$ cat src/rtl/reg_dst_pkg.sv
// reg_dst_pkg: shared constants for the register-destination queue.
//   SEL_*      : encodings of the destination selector
//                (rt field, rd field, stack pointer, return address).
//   *_IDX_DEF  : default register indices for the stack pointer and
//                return address.
package reg_dst_pkg;

    localparam logic [1:0] SEL_RT = 2'b00;
    localparam logic [1:0] SEL_RD = 2'b01;
    localparam logic [1:0] SEL_SP = 2'b10;
    localparam logic [1:0] SEL_RA = 2'b11;

    localparam int SP_IDX_DEF = 29;
    localparam int RA_IDX_DEF = 31;

endpackage

$ cat src/rtl/reg_dst_fifo.sv
// reg_dst_fifo: in-order queue of pending write-back destinations.
// The whole entry array and a per-slot valid mask are exported so the
// parent can compare hazard queries against every pending entry.
// Ports:
//   clk, reset   : rising-edge clock, asynchronous active-low reset
//   push, din    : write din at the tail (caller guarantees !full)
//   pop          : drop the head entry (caller guarantees !empty)
//   head         : oldest entry, forced to 0 while empty
//   entries      : raw storage, one slot per index
//   entry_valid  : 1 for slots currently holding a pending entry
//   count        : number of pending entries
//   full, empty  : occupancy flags derived from count
module reg_dst_fifo #(
    parameter int WIDTH = 5,
    parameter int DEPTH = 4
) (
    input  logic                             clk,
    input  logic                             reset,
    input  logic                             push,
    input  logic [WIDTH-1:0]                 din,
    input  logic                             pop,
    output logic [WIDTH-1:0]                 head,
    output logic [DEPTH-1:0][WIDTH-1:0]      entries,
    output logic [DEPTH-1:0]                 entry_valid,
    output logic [$clog2(DEPTH+1)-1:0]       count,
    output logic                             full,
    output logic                             empty
);

    localparam int AW    = $clog2(DEPTH);
    localparam int CNT_W = $clog2(DEPTH+1);

    logic [DEPTH-1:0][WIDTH-1:0] mem;
    logic [AW-1:0]               wr_ptr;
    logic [AW-1:0]               rd_ptr;

    // Storage holds data only and is not reset; validity comes from count.
    always_ff @(posedge clk) begin
        if (push) begin
            mem[wr_ptr] <= din;
        end
    end

    // DEPTH is a power of two, so pointers wrap naturally.
    always_ff @(posedge clk or negedge reset) begin
        if (!reset) begin
            wr_ptr <= '0;
            rd_ptr <= '0;
            count  <= '0;
        end else begin
            if (push) begin
                wr_ptr <= wr_ptr + AW'(1);
            end
            if (pop) begin
                rd_ptr <= rd_ptr + AW'(1);
            end
            if (push && !pop) begin
                count <= count + CNT_W'(1);
            end else if (pop && !push) begin
                count <= count - CNT_W'(1);
            end
        end
    end

    assign full    = (count == CNT_W'(DEPTH));
    assign empty   = (count == '0);
    assign head    = empty ? '0 : mem[rd_ptr];
    assign entries = mem;

    // A slot is pending when its distance from the head is below count,
    // so slots left behind by earlier pops never look valid.
    for (genvar i = 0; i < DEPTH; i++) begin : g_vld
        logic [AW-1:0] off;
        assign off            = AW'(i) - rd_ptr;
        assign entry_valid[i] = (CNT_W'(off) < count);
    end

endmodule

$ cat src/rtl/reg_dst_queue.sv
// reg_dst_queue: write-back destination select plus in-flight queue with
// read-after-write hazard detection.
// Optional build macro REG_DST_ZERO_FILTER_EN: issues targeting register 0
// are consumed without being queued, and queries of register 0 never flag
// a hazard. Without it, register 0 behaves like any other register.
// Ports:
//   clk, reset          : rising-edge clock, asynchronous active-low reset
//   sel                 : 00=rt_field, 01=rd_field, 10=SP_IDX, 11=RA_IDX
//   rt_field, rd_field  : instruction register fields
//   issue_valid         : enqueue request for the selected destination
//   issue_ready         : queue not full
//   retire              : head entry written back, pop it
//   wb_dst, wb_valid    : oldest pending destination / queue non-empty
//   src_a, src_b        : hazard query registers
//   hazard_a, hazard_b  : query matches a pending destination
//   count               : pending entry count
//   underflow_err       : sticky, retire seen while empty
module reg_dst_queue
    import reg_dst_pkg::*;
#(
    parameter int REG_ADDR_W = 5,
    parameter int DEPTH      = 4,
    parameter int SP_IDX     = SP_IDX_DEF,
    parameter int RA_IDX     = RA_IDX_DEF
) (
    input  logic                         clk,
    input  logic                         reset,
    input  logic [1:0]                   sel,
    input  logic [REG_ADDR_W-1:0]        rt_field,
    input  logic [REG_ADDR_W-1:0]        rd_field,
    input  logic                         issue_valid,
    output logic                         issue_ready,
    input  logic                         retire,
    output logic [REG_ADDR_W-1:0]        wb_dst,
    output logic                         wb_valid,
    input  logic [REG_ADDR_W-1:0]        src_a,
    input  logic [REG_ADDR_W-1:0]        src_b,
    output logic                         hazard_a,
    output logic                         hazard_b,
    output logic [$clog2(DEPTH+1)-1:0]   count,
    output logic                         underflow_err
);

    localparam logic [REG_ADDR_W-1:0] SP_REG = REG_ADDR_W'(SP_IDX);
    localparam logic [REG_ADDR_W-1:0] RA_REG = REG_ADDR_W'(RA_IDX);

    logic [REG_ADDR_W-1:0]             sel_dst;
    logic                              accept;
    logic                              push;
    logic                              pop;
    logic                              full;
    logic                              empty;
    logic [DEPTH-1:0][REG_ADDR_W-1:0]  entries;
    logic [DEPTH-1:0]                  entry_valid;
    logic [DEPTH-1:0]                  hit_a;
    logic [DEPTH-1:0]                  hit_b;

    always_comb begin
        sel_dst = rt_field;
        case (sel)
            SEL_RT:  sel_dst = rt_field;
            SEL_RD:  sel_dst = rd_field;
            SEL_SP:  sel_dst = SP_REG;
            default: sel_dst = RA_REG;
        endcase
    end

    // No pass-through when full: a same-cycle retire does not free a slot
    // for the issue, keeping issue_ready purely registered.
    assign issue_ready = !full;
    assign accept      = issue_valid && !full;
    assign pop         = retire && !empty;

`ifdef REG_DST_ZERO_FILTER_EN
    assign push = accept && (sel_dst != '0);
`else
    assign push = accept;
`endif

    reg_dst_fifo #(
        .WIDTH (REG_ADDR_W),
        .DEPTH (DEPTH)
    ) u_fifo (
        .clk         (clk),
        .reset       (reset),
        .push        (push),
        .din         (sel_dst),
        .pop         (pop),
        .head        (wb_dst),
        .entries     (entries),
        .entry_valid (entry_valid),
        .count       (count),
        .full        (full),
        .empty       (empty)
    );

    assign wb_valid = !empty;

    always_ff @(posedge clk or negedge reset) begin
        if (!reset) begin
            underflow_err <= 1'b0;
        end else if (retire && empty) begin
            underflow_err <= 1'b1;
        end
    end

    always_comb begin
        hit_a = '0;
        hit_b = '0;
        for (int i = 0; i < DEPTH; i++) begin
            hit_a[i] = entry_valid[i] && (entries[i] == src_a);
            hit_b[i] = entry_valid[i] && (entries[i] == src_b);
        end
    end

`ifdef REG_DST_ZERO_FILTER_EN
    assign hazard_a = (|hit_a) && (src_a != '0);
    assign hazard_b = (|hit_b) && (src_b != '0);
`else
    assign hazard_a = |hit_a;
    assign hazard_b = |hit_b;
`endif

endmodule
$ cat config.mk
export PLATFORM = sky130hd
export DESIGN_NAME = reg_dst_queue
export DESIGN_NICKNAME = d
export VERILOG_FILES = /design/src/rtl/reg_dst_pkg.sv /design/src/rtl/reg_dst_fifo.sv /design/src/rtl/reg_dst_queue.sv
export SDC_FILE = /design/constraint.sdc
export NUM_CORES = 1
export LEC_CHECK = 0
export CAP_MARGIN = 20
export CELL_PAD_IN_SITES_DETAIL_PLACEMENT = 0
export CELL_PAD_IN_SITES_GLOBAL_PLACEMENT = 1
export CORE_MARGIN = 8
export CORE_UTILIZATION = 43
export CTS_CLUSTER_SIZE = 40
export DETAILED_ROUTE_END_ITERATION = 10
export PLACE_DENSITY_LB_ADDON = 0.1
export SYNTH_ARGS = -nofsm -noshare
export SYNTH_HDL_FRONTEND = slang
export SYNTH_SLANG_ARGS = --single-unit
$ cat constraint.sdc
create_clock -name clk -period 6.91 [get_ports clk]
set_clock_uncertainty 0.05 [all_clocks]
set_input_delay 0.691 -clock clk [delete_from_list [all_inputs] [get_ports clk]]
set_output_delay 0.691 -clock clk [all_outputs]
set_load 0.03 [all_outputs]
==> summary.md <==
| Metric | Value |
|---|---|
| Max VDD drop | 0.177 mV |
| I/O pins | 39 |
| Clk sink count | 28 |
| Final hold viol count | 0 |
| # diodes | 0 |
| #FFs+latches synth | 28 |
| Die Width | 82.1 um |
| H-tree depth | 1 |
| Starting Density | 0.438 |
| Avg Cell Area, Syn | 11.7 um^2 |
| Hold crit path type | reg2reg |
| Pins Over Slew Limit | 0 |
| Main synth FF type | edfxtp_1 |
| Final Setup Violations | 0 |
| Row cnt | 24 |
| Pwr Density | 382 nW/um^2 |
| EDFF count, synth | 20 |
| Layout Nets | 234 |
| Slew HR | 0.641 |
| Post-DRT Antenna Nets | 0 |
| Worst setup EP type | primary output |
| Crit path DAT | 2720 ps |
| Synth warn | 0 |
| Reg2reg end | u_fifo.count[2] |
| Worst-skew pair later-pin latency | 270 ps |
| First-pass GRT wire length | 6800 um |
| Gpl congestion | 0.823 |
| Hold_buf cts | 0 |
| Gate Count Post-Synth | 161 |
| Mapped Area | 1880 um^2 |
| Multi-input logic area | 1020 um^2 |
| Vias in the first global route | 1,381 |
| CTS Buffer Depth | 2 |
| FMAX | 0.289 GHz |
| Outcome | completed |
| Final critical-path required period | 3460 ps |
| Hold path startpoint | underflow_err |
| Setup Buffers After CTS | 0 |
| Synth area leaders | edfxtp_1 (32%), xor2_1 (12%), dfrtp_1 (11%), xnor2_1 (10%), ha_1 (6.0%) |
| GRT overflow | 0 |
| Req. time, crit path | 6170 ps |
| Unrepaired setup endpoints after global routing | no |
| Commonest cells in the netlist | xor2_1 (25), xnor2_1 (22), edfxtp_1 (20), nand4_1 (10), ha_1 (9) |
| Initial antenna violation count | 0 |
| Total Routing Usage GR | 0.128 |
| Largest net degree at the start of global routing | 17 |
| Leak pwr | 0.890 nW |
| Total CTS buffers | 3 |
| Worst Path Max Fanout | 11 |
| Vias | 1,309 |
| Setup ws final | 3450 ps |
| DRC | 0 |
| I/O Buffers | 38 |
| Area growth syn-to-layout | 25.9% |
| DRT iter0 DRCs | 49 |
| Setup_tns | 0 ps |
| Yosys top cell by area | edfxtp_1 |
| Share of layout cells above drive strength 1 | 0.102 |
| Post-cts gate resize count | 0 |
| CP Class | reg2out |
| Post-synth top area share | 0.319 |
| Die Y | 82.1 um |
| Worst hold path cell count | 1 |
| Count leader, synth | xor2_1 |
| Wire length per cell | 16.7 um |
| Worst setup SP type | register |
| Setup WS pre-CTS | 3570 ps |
| Register area share after synthesis | 0.426 |
| RR Startpoint | u_fifo.count[0] |
| FF-to-FF setup slack | 4470 ps |
| Worst-path clk slew | 100 ps |
| Crit share post-route | 0.501 |
| Die area | 6750 um^2 |
| Synth cell types | 32 |
| Routed WL | 4170 um |
| MaxCap Viol Count | 0 |
| Layout fillers | 368 |
| TritonCTS clock tree | built |
| Vias/cell | 5.26 |
| Synth async-reset ratio | 0.286 |
| FF+latch area | 801 um^2 |
| Hold path endpoint | underflow_err |
| Drt pass-1 iters | 4 |
| CTS root buffer | clkbuf_8 |
| R2R depth | 8 |
| Core area | 4290 um^2 |
| Worst-Margin Slew | 538 ps |
| Syn Nets | 197 |
## registers in the layout, summed over array words and instances, names as in the netlist
register / count
u_fifo.entries: 20
u_fifo.rd_ptr: 2
underflow_err: 1
u_fifo.count: 3
u_fifo.wr_ptr: 2
## worst max-delay path: stages, from the launching register on
cell,delay (ps)
dfrtp_1,690
xnor2_1,200
inv_1,60
ha_1,170
and2b_2,180
a31oi_1,230
nand4_1,120
nand4_1,110
clkdlybuf4s50_1,680
## per-stage QoR
stage | instances | area, um^2 | power (mW) | utilization | hold slack, ps
global route | 249 | 2370 | 0.963 | 0.551 | 459
CTS | 249 | 2370 | 0.914 | 0.551 | 435
finish | 249 | 2370 | 0.905 | 0.551 | 435
detailed placement | 245 | 2300 | 0.806 | 0.536 | 413
floorplan | 161 | 1880 | 0.629 | - | 345
global placement | 245 | 2300 | 0.788 | 0.536 | 408
## power by group
group / internal [mW] / total, mW / switching [mW]
registers: 0.233 / 0.304 / 0.0713
clock network: 0.0629 / 0.110 / 0.0471
logic: 0.240 / 0.491 / 0.252
## per-layer routing
metal | vias up | share of wire | wire (um) | global-route usage
li1 | 639 | - | - | -
met1 | 627 | 0.45 | 1890 | 0.163
met2 | 38 | 0.49 | 2040 | 0.227
met3 | 5 | 0.049 | 205 | 0.0206
met4 | 0 | 0.0060 | 25 | 0.0228
met5 | - | 0 | 0 | 0
## worst max path at each step
stage,from,endpoint,depth (start not counted)
finish,u_fifo.rd_ptr[0],hazard_b,8
detailed placement,src_a[4],hazard_a,6
floorplan,u_fifo.count[0],u_fifo.count[2],9
global placement,src_a[4],hazard_a,6
global route,u_fifo.rd_ptr[0],hazard_b,8
CTS,u_fifo.rd_ptr[0],hazard_b,8
## cells in the final DEF, fill, tap and decap left out, drive strengths merged
| master | synthesis | final |
|---|---|---|
| a211o | 4 | 4 |
| a21boi | 1 | 1 |
| a21oi | 1 | 1 |
| a31oi | 2 | 2 |
| and2 | 6 | 6 |
| and2b | 2 | 2 |
| and3 | 4 | 4 |
| clkbuf | 4 | 4 |
| clkdlybuf4s50 | 0 | 38 |
| dfrtp | 8 | 8 |
| edfxtp | 20 | 20 |
| fa | 1 | 1 |
| ha | 9 | 9 |
| inv | 8 | 8 |
| mux2 | 2 | 2 |
| mux4 | 5 | 5 |
| nand2 | 3 | 3 |
| nand2b | 1 | 1 |
| nand3 | 1 | 1 |
| nand4 | 10 | 10 |
| nor2 | 2 | 2 |
| nor2b | 4 | 4 |
| nor3 | 8 | 8 |
| o21ai | 3 | 3 |
| o21bai | 1 | 1 |
| or3 | 2 | 2 |
| xnor2 | 22 | 22 |
| xor2 | 25 | 25 |
## layout make-up
type	instances	area share
multi-input cells	119	0.433
flip-flops and latches	28	0.338
repair buffers	38	0.161
clock buffers	4	0.0280
well taps	52	0.0275
inverters	8	0.0127
## kinds of logic after synthesis
family / synth area share
flops: 0.426
buf+inv: 0.0293
xor+xnor: 0.219
compound gates: 0.0439
fa+ha+maj: 0.0705
simple gates: 0.138
mux: 0.0739
Power figures use the tool's default switching activity.
==> RTL edit 1: new RTL, config.mk and constraints unchanged <==
Add a define of `REG_DST_ZERO_FILTER_EN`.
--- a/src/rtl/reg_dst_queue.sv
+++ b/src/rtl/reg_dst_queue.sv
@@ -16,4 +16,6 @@
 //   count               : pending entry count
 //   underflow_err       : sticky, retire seen while empty
+`define REG_DST_ZERO_FILTER_EN
+
 module reg_dst_queue
     import reg_dst_pkg::*;
Check against the original RTL: not equivalent (Yosys sat finds a counterexample within 4 cycles, from zero or initial values and one cycle with reset low).
==> RTL edit 1 against the original RTL <==
- first-iteration DRC count decreased by 2.0%
- worst hold slack improved by 0.025 ns
- sequential cell count stayed put
- cell count up 6.4%
- global-route usage grew 0.10 points
- critical path depth increased by 1
- power is 2.2% lower
- worst setup slack lost 0.21 ns
- via count rose by 8.5%
- cell area grew 2.2%
- area after synthesis is 5.7% higher
- wire length increased by 8.7%
- clock power down 24%
- critical path type unchanged
==> RTL edit 1: results (changes against the original RTL) <==
- Ranking of synthesized cells by instance count: 29 x xnor2_1, 20 x edfxtp_1, 18 x xor2_1, 11 x clkbuf_1, 10 x nor4_1
* Synth unique cells: 31 (-3.1%)
- The setup slack of the worst register-to-register path came to 4.52 ns (+0.05 ns).
- Met3 track utilization from global routing: 2.54% (+0.48 points)
- Signal routing reaches up to met4.
- Antenna violations before repair: 0 (unchanged)
- Total via count in the routed design: 1,420 (+8.5%)
* Met2 Usage GRT: 22.6% (-0.055 points)
- Wire length per cell after detailed routing: 17.1 um (+2.1%)
* Count of yosys warnings during synthesis: 0 (unchanged)
- Top Consumer: combinational cells
- Wire length on met2: 2.29 mm (+12%)
- The number of buffers created by CTS is 3 (unchanged).
- The clock network fraction of total power was 9.4% (-2.8 points).
- Maximum clock frequency: 272 MHz (-5.8%)
* GRT met1 Usage: 14.8% (-1.5 points)
- Final Net Count: 250 (+6.8%)
- The first-pass GRT wire length is 7.45 mm (+9.4%).
* Leakage power: 0.000869 uW (-2.3%)
* Post_cts resized: 0 (unchanged)
* Number of enable flip-flop cells after synthesis: 20 (unchanged)
* Register clock-pin slew on the reported worst setup and hold paths: 0.08 ns (-0.02 ns)
- The maximum number of pins on one net before global-route repair came to 16 (-1).
* Synthesized Nets: 222 (+13%)
- GRT Overall Usage: 12.9% (+0.10 points)
- DPL Wire Length: 3.90 mm
- The fraction of power consumed by combinational cells is 55.9% (+1.7 points).
* Maximum fanout encountered on the critical timing path: 11 (unchanged)
- The data arrival time of the critical path came to 2.93 ns (+0.21 ns).
- Async SR Flop Fraction: 28.6% (unchanged)
- Worst supply voltage drop on vdd: 296 uV (+68%)
* Number of fill cells in the layout: 388 (+5.4%)
- The number of violations reported at the end of detailed-routing iteration 0 is 48 (-2.0%).
* Run status: complete, no violations
- Vias in the first global route: 1,538 (+11%)
- The routability congestion estimate from global placement is 0.842 (+2.3%).
* GR Overflow Total: 0 (unchanged)
* Proportion of layout cells with a drive suffix above 1: 6.57% (-3.6 points)
- Psw: 369 uW (-0.12%)
- Most area-consuming cells after synthesis: edfxtp_1 30%, xnor2_1 13%, dfrtp_1 10%, xor2_1 7.9%, ha_1 5.7%
- The worst slew margin relative to its limit is 65.5% (+1.3 points).
- The part of the Yosys area used for sequential elements was 40.3% (-2.3 points).
- The wire length on met1 is 1.97 mm (+4.0%).
- The total length of routed met3 wires came to 183 um (-11%).
* Buffers inserted during post-CTS setup optimization: 0 (unchanged)
* Placed inst area: 2370 um2 (+3.2%)
- Clock Root Buffer: clkbuf_8
- Diode insertion count for antenna repair: 0 (unchanged)
* Placement-stage worst setup slack: 3.29 ns (-0.282 ns)
RTL edit 1: critical path, cell delays in order (launching register included):
cell and delay, ns:
dfrtp_1 0.67, xnor2_1 0.21, inv_1 0.07, ha_1 0.27, nand2b_1 0.07, o22ai_1 0.11
nor4_1 0.35, nor4_1 0.10, a21oi_1 0.14, clkdlybuf4s50_1 0.69
RTL edit 1: final timing paths:
| kind | from | end | depth (start not counted) |
|---|---|---|---|
| min in group asynchronous | reset | u_fifo.count[2] | 1 |
| setup reg to reg | u_fifo.count[2] | u_fifo.count[2] | 8 |
| max in group asynchronous | reset | u_fifo.rd_ptr[0] | 1 |
| hold / removal | underflow_err | underflow_err | 1 |
| hold reg to reg | underflow_err | underflow_err | 1 |
| setup / recovery | u_fifo.rd_ptr[0] | hazard_a | 9 |
RTL edit 1: logic make-up after synthesis:
logic type | synth area share (%)
buf+inv | 4.66
fa+ha+maj | 6.68
flops | 40.3
mux | 6.99
compound gates | 5.67
xor+xnor | 20.7
simple gates | 15.0
RTL edit 1: per-stage QoR:
| stage | power [uW] | std cells | utilization (%) | hold slack [ns] |
|---|---|---|---|---|
| 2_1_floorplan | 641 | 186 | - | 0.345 |
| 3_3_place_gp | 795 | 261 | 53.8 | 0.411 |
| 3_5_place_dp | 813 | 261 | 53.8 | 0.451 |
| 4_1_cts | 898 | 265 | 54.8 | 0.471 |
| 5_1_grt | 953 | 265 | 54.8 | 0.485 |
| 6_report | 885 | 265 | 54.8 | 0.460 |
RTL edit 1: final cells by class:
class | count | area share, %
clock buffers | 4 | 1.86
inverters | 9 | 1.40
multi-input cells | 134 | 45.2
flip-flops and latches | 28 | 33.1
well taps | 52 | 2.69
repair buffers | 38 | 15.7
==> RTL edit 2: new RTL, same flow settings <==
Made on the original files. Reset style: synchronous (`reset`), changed in 2 clocked blocks. Comments in the files are not updated.
--- a/src/rtl/reg_dst_fifo.sv
+++ b/src/rtl/reg_dst_fifo.sv
@@ -43,5 +43,5 @@
 
     // DEPTH is a power of two, so pointers wrap naturally.
-    always_ff @(posedge clk or negedge reset) begin
+    always_ff @(posedge clk) begin
         if (!reset) begin
             wr_ptr <= '0;
--- a/src/rtl/reg_dst_queue.sv
+++ b/src/rtl/reg_dst_queue.sv
@@ -97,5 +97,5 @@
     assign wb_valid = !empty;
 
-    always_ff @(posedge clk or negedge reset) begin
+    always_ff @(posedge clk) begin
         if (!reset) begin
             underflow_err <= 1'b0;
Formal check against the unedited RTL: differs if reset is asserted again (counterexample within 4 cycles, from zero or initial values and one cycle with reset low); with reset held inactive, the same outputs for 4 cycles.
==> RTL edit 2 against the original RTL <==
- cell count grew 3.2%
- sequential cell count did not move
- area after synthesis grew 1.5%
- worst setup slack better by 0.072 ns
- synthesized cell count is 5.6% higher
- cell area is 0.42% lower
- power shrank 22%
- combinational power is 25% lower
- highest routed layer unchanged
- wire length shrank 2.6%
- first-iteration DRC count is 20% higher
- clock power shrank 24%
- critical path depth decreased by 1
==> RTL edit 2: results (changes against the original RTL) <==
- The total power per unit cell area was 299 nW/um2 (-22%).
- Number of clock-tree buffers in the layout: 4 (unchanged)
* Combined flip-flop and latch cell area: 761 um2 (-5.0%)
- The routed via count divided by cell count is 5.17 (-1.6%).
* Hold path start: underflow_err
- Total length of routed wires: 4.06 mm (-2.6%)
- Iteration-0 DRC Markers: 59 (+20%)
- CTS placed an instance of clkbuf_8 at the clock tree root.
- GRT met1 Usage: 15.8% (-0.44 points)
* Cell-internal power: 429 uW (-20%)
- The met3 capacity usage during global routing is 1.84% (-0.22 points).
* Run status: complete, no violations
- Length of routed wiring on met1: 1.82 mm (-4.1%)
- Detailed-router iteration count before antenna repair: 3 (-1)
- The first-pass GRT wire length is 6.84 mm (+0.60%).
- The share of flip-flops with an asynchronous set or reset is 0% (-29 points).
- Kind of cell adding the most delay to the critical path: flip-flops
- Met2 Usage GRT: 22.9% (+0.21 points)
- Inverters, non-clock: 7 (-1)
* GRT Overall Usage: 13.0% (+0.15 points)
- Synthesized Nets: 206 (+4.6%)
* Part of the Yosys area used for sequential elements: 39.9% (-2.7 points)
- Tracing the worst setup path back leads to its startpoint at u_fifo.rd_ptr[0].
* Synth unique cells: 30 (-6.3%)
- Final non-filler cell total: 257 (+3.2%)
- The die span in x is 82.6 um (+0.59%).
- The cell count after synthesis is 170 (+5.6%).
* Slew of the pin with the lowest slew margin: 0.574 ns (+0.0364 ns)
- Post_cts resized: 0 (unchanged)
* Final RePlAce weighted congestion: 0.843 (+2.4%)
* Proportion of power drawn by the clock network: 11.8% (-0.4 points)
- The detailed router used layers up to and including met4.
- The post-CTS clock slew at the launch and capture registers of the worst setup and hold paths is 0.08 ns (-0.02 ns).
* Routed length on met3: 164 um (-20%)
* Placement-stage worst setup slack: 3.59 ns (+0.0219 ns)
- The multi-input gate share of the layout cell area was 45.8% (+2.5 points).
- The leakage power figure was 0.000836 uW (-6.0%).
- The via count of the first global-routing pass came to 1,478 (+7.0%).
* Multi-input gate count: 128 (+7.6%)
- The placed instance count is 253 (+3.3%).
- Number of fill cells in the layout: 397 (+7.9%)
* Psw: 276 uW (-25%)
- Worst r2r src: u_fifo.count[0]
* Crit path arrival time: 2.65 ns (-0.07 ns)
- Number of enable flip-flop cells after synthesis: 20 (unchanged)
- Reg power frac: 36.1% (+2.5 points)
- The number of nets in the final layout was 242 (+3.4%).
- Counting instances in the post-synthesis netlist gives the leading cell types as 25 x xor2_1, 21 x xnor2_1, 20 x edfxtp_1, 10 x nand4_1.
- The area of placed instances is 2310 um2 (+0.49%).
- Proportion of layout cells with a drive suffix above 1: 7.80% (-2.3 points)
- The worst supply voltage drop on vdd was 173 uV (-1.9%).
* Non-clk buf share: 16.1% (+0.068 points)
RTL edit 2: cell types whose count changed in the layout (fill, tap and decap cells not counted), moves of 3 or more:
cell     before  now
dfrtp_1       8    0
dfxtp_1       0    8
and2_2        0    5
nor2b_1       4    9
and3_2        4    0
and2_1        5    8
RTL edit 2: worst paths after layout:
kind                                        end  slack [ns]  depth (start not counted)
worst max-delay path                   hazard_a        3.52                          7
worst min-delay path              underflow_err        0.44                          2
worst max register to register  u_fifo.count[2]        4.41                          8
worst min register to register    underflow_err        0.44                          2
RTL edit 2: cells by family after synthesis:
| kind of cell | share of synthesized area [%] |
|---|---|
| buffers and inverters | 3.54 |
| adder cells (fa/ha/maj) | 6.95 |
| XOR/XNOR | 21.1 |
| AO/OA/AOI/OAI | 5.51 |
| multiplexers | 6.95 |
| AND/OR/NAND/NOR | 16.1 |
| flip-flops | 39.9 |
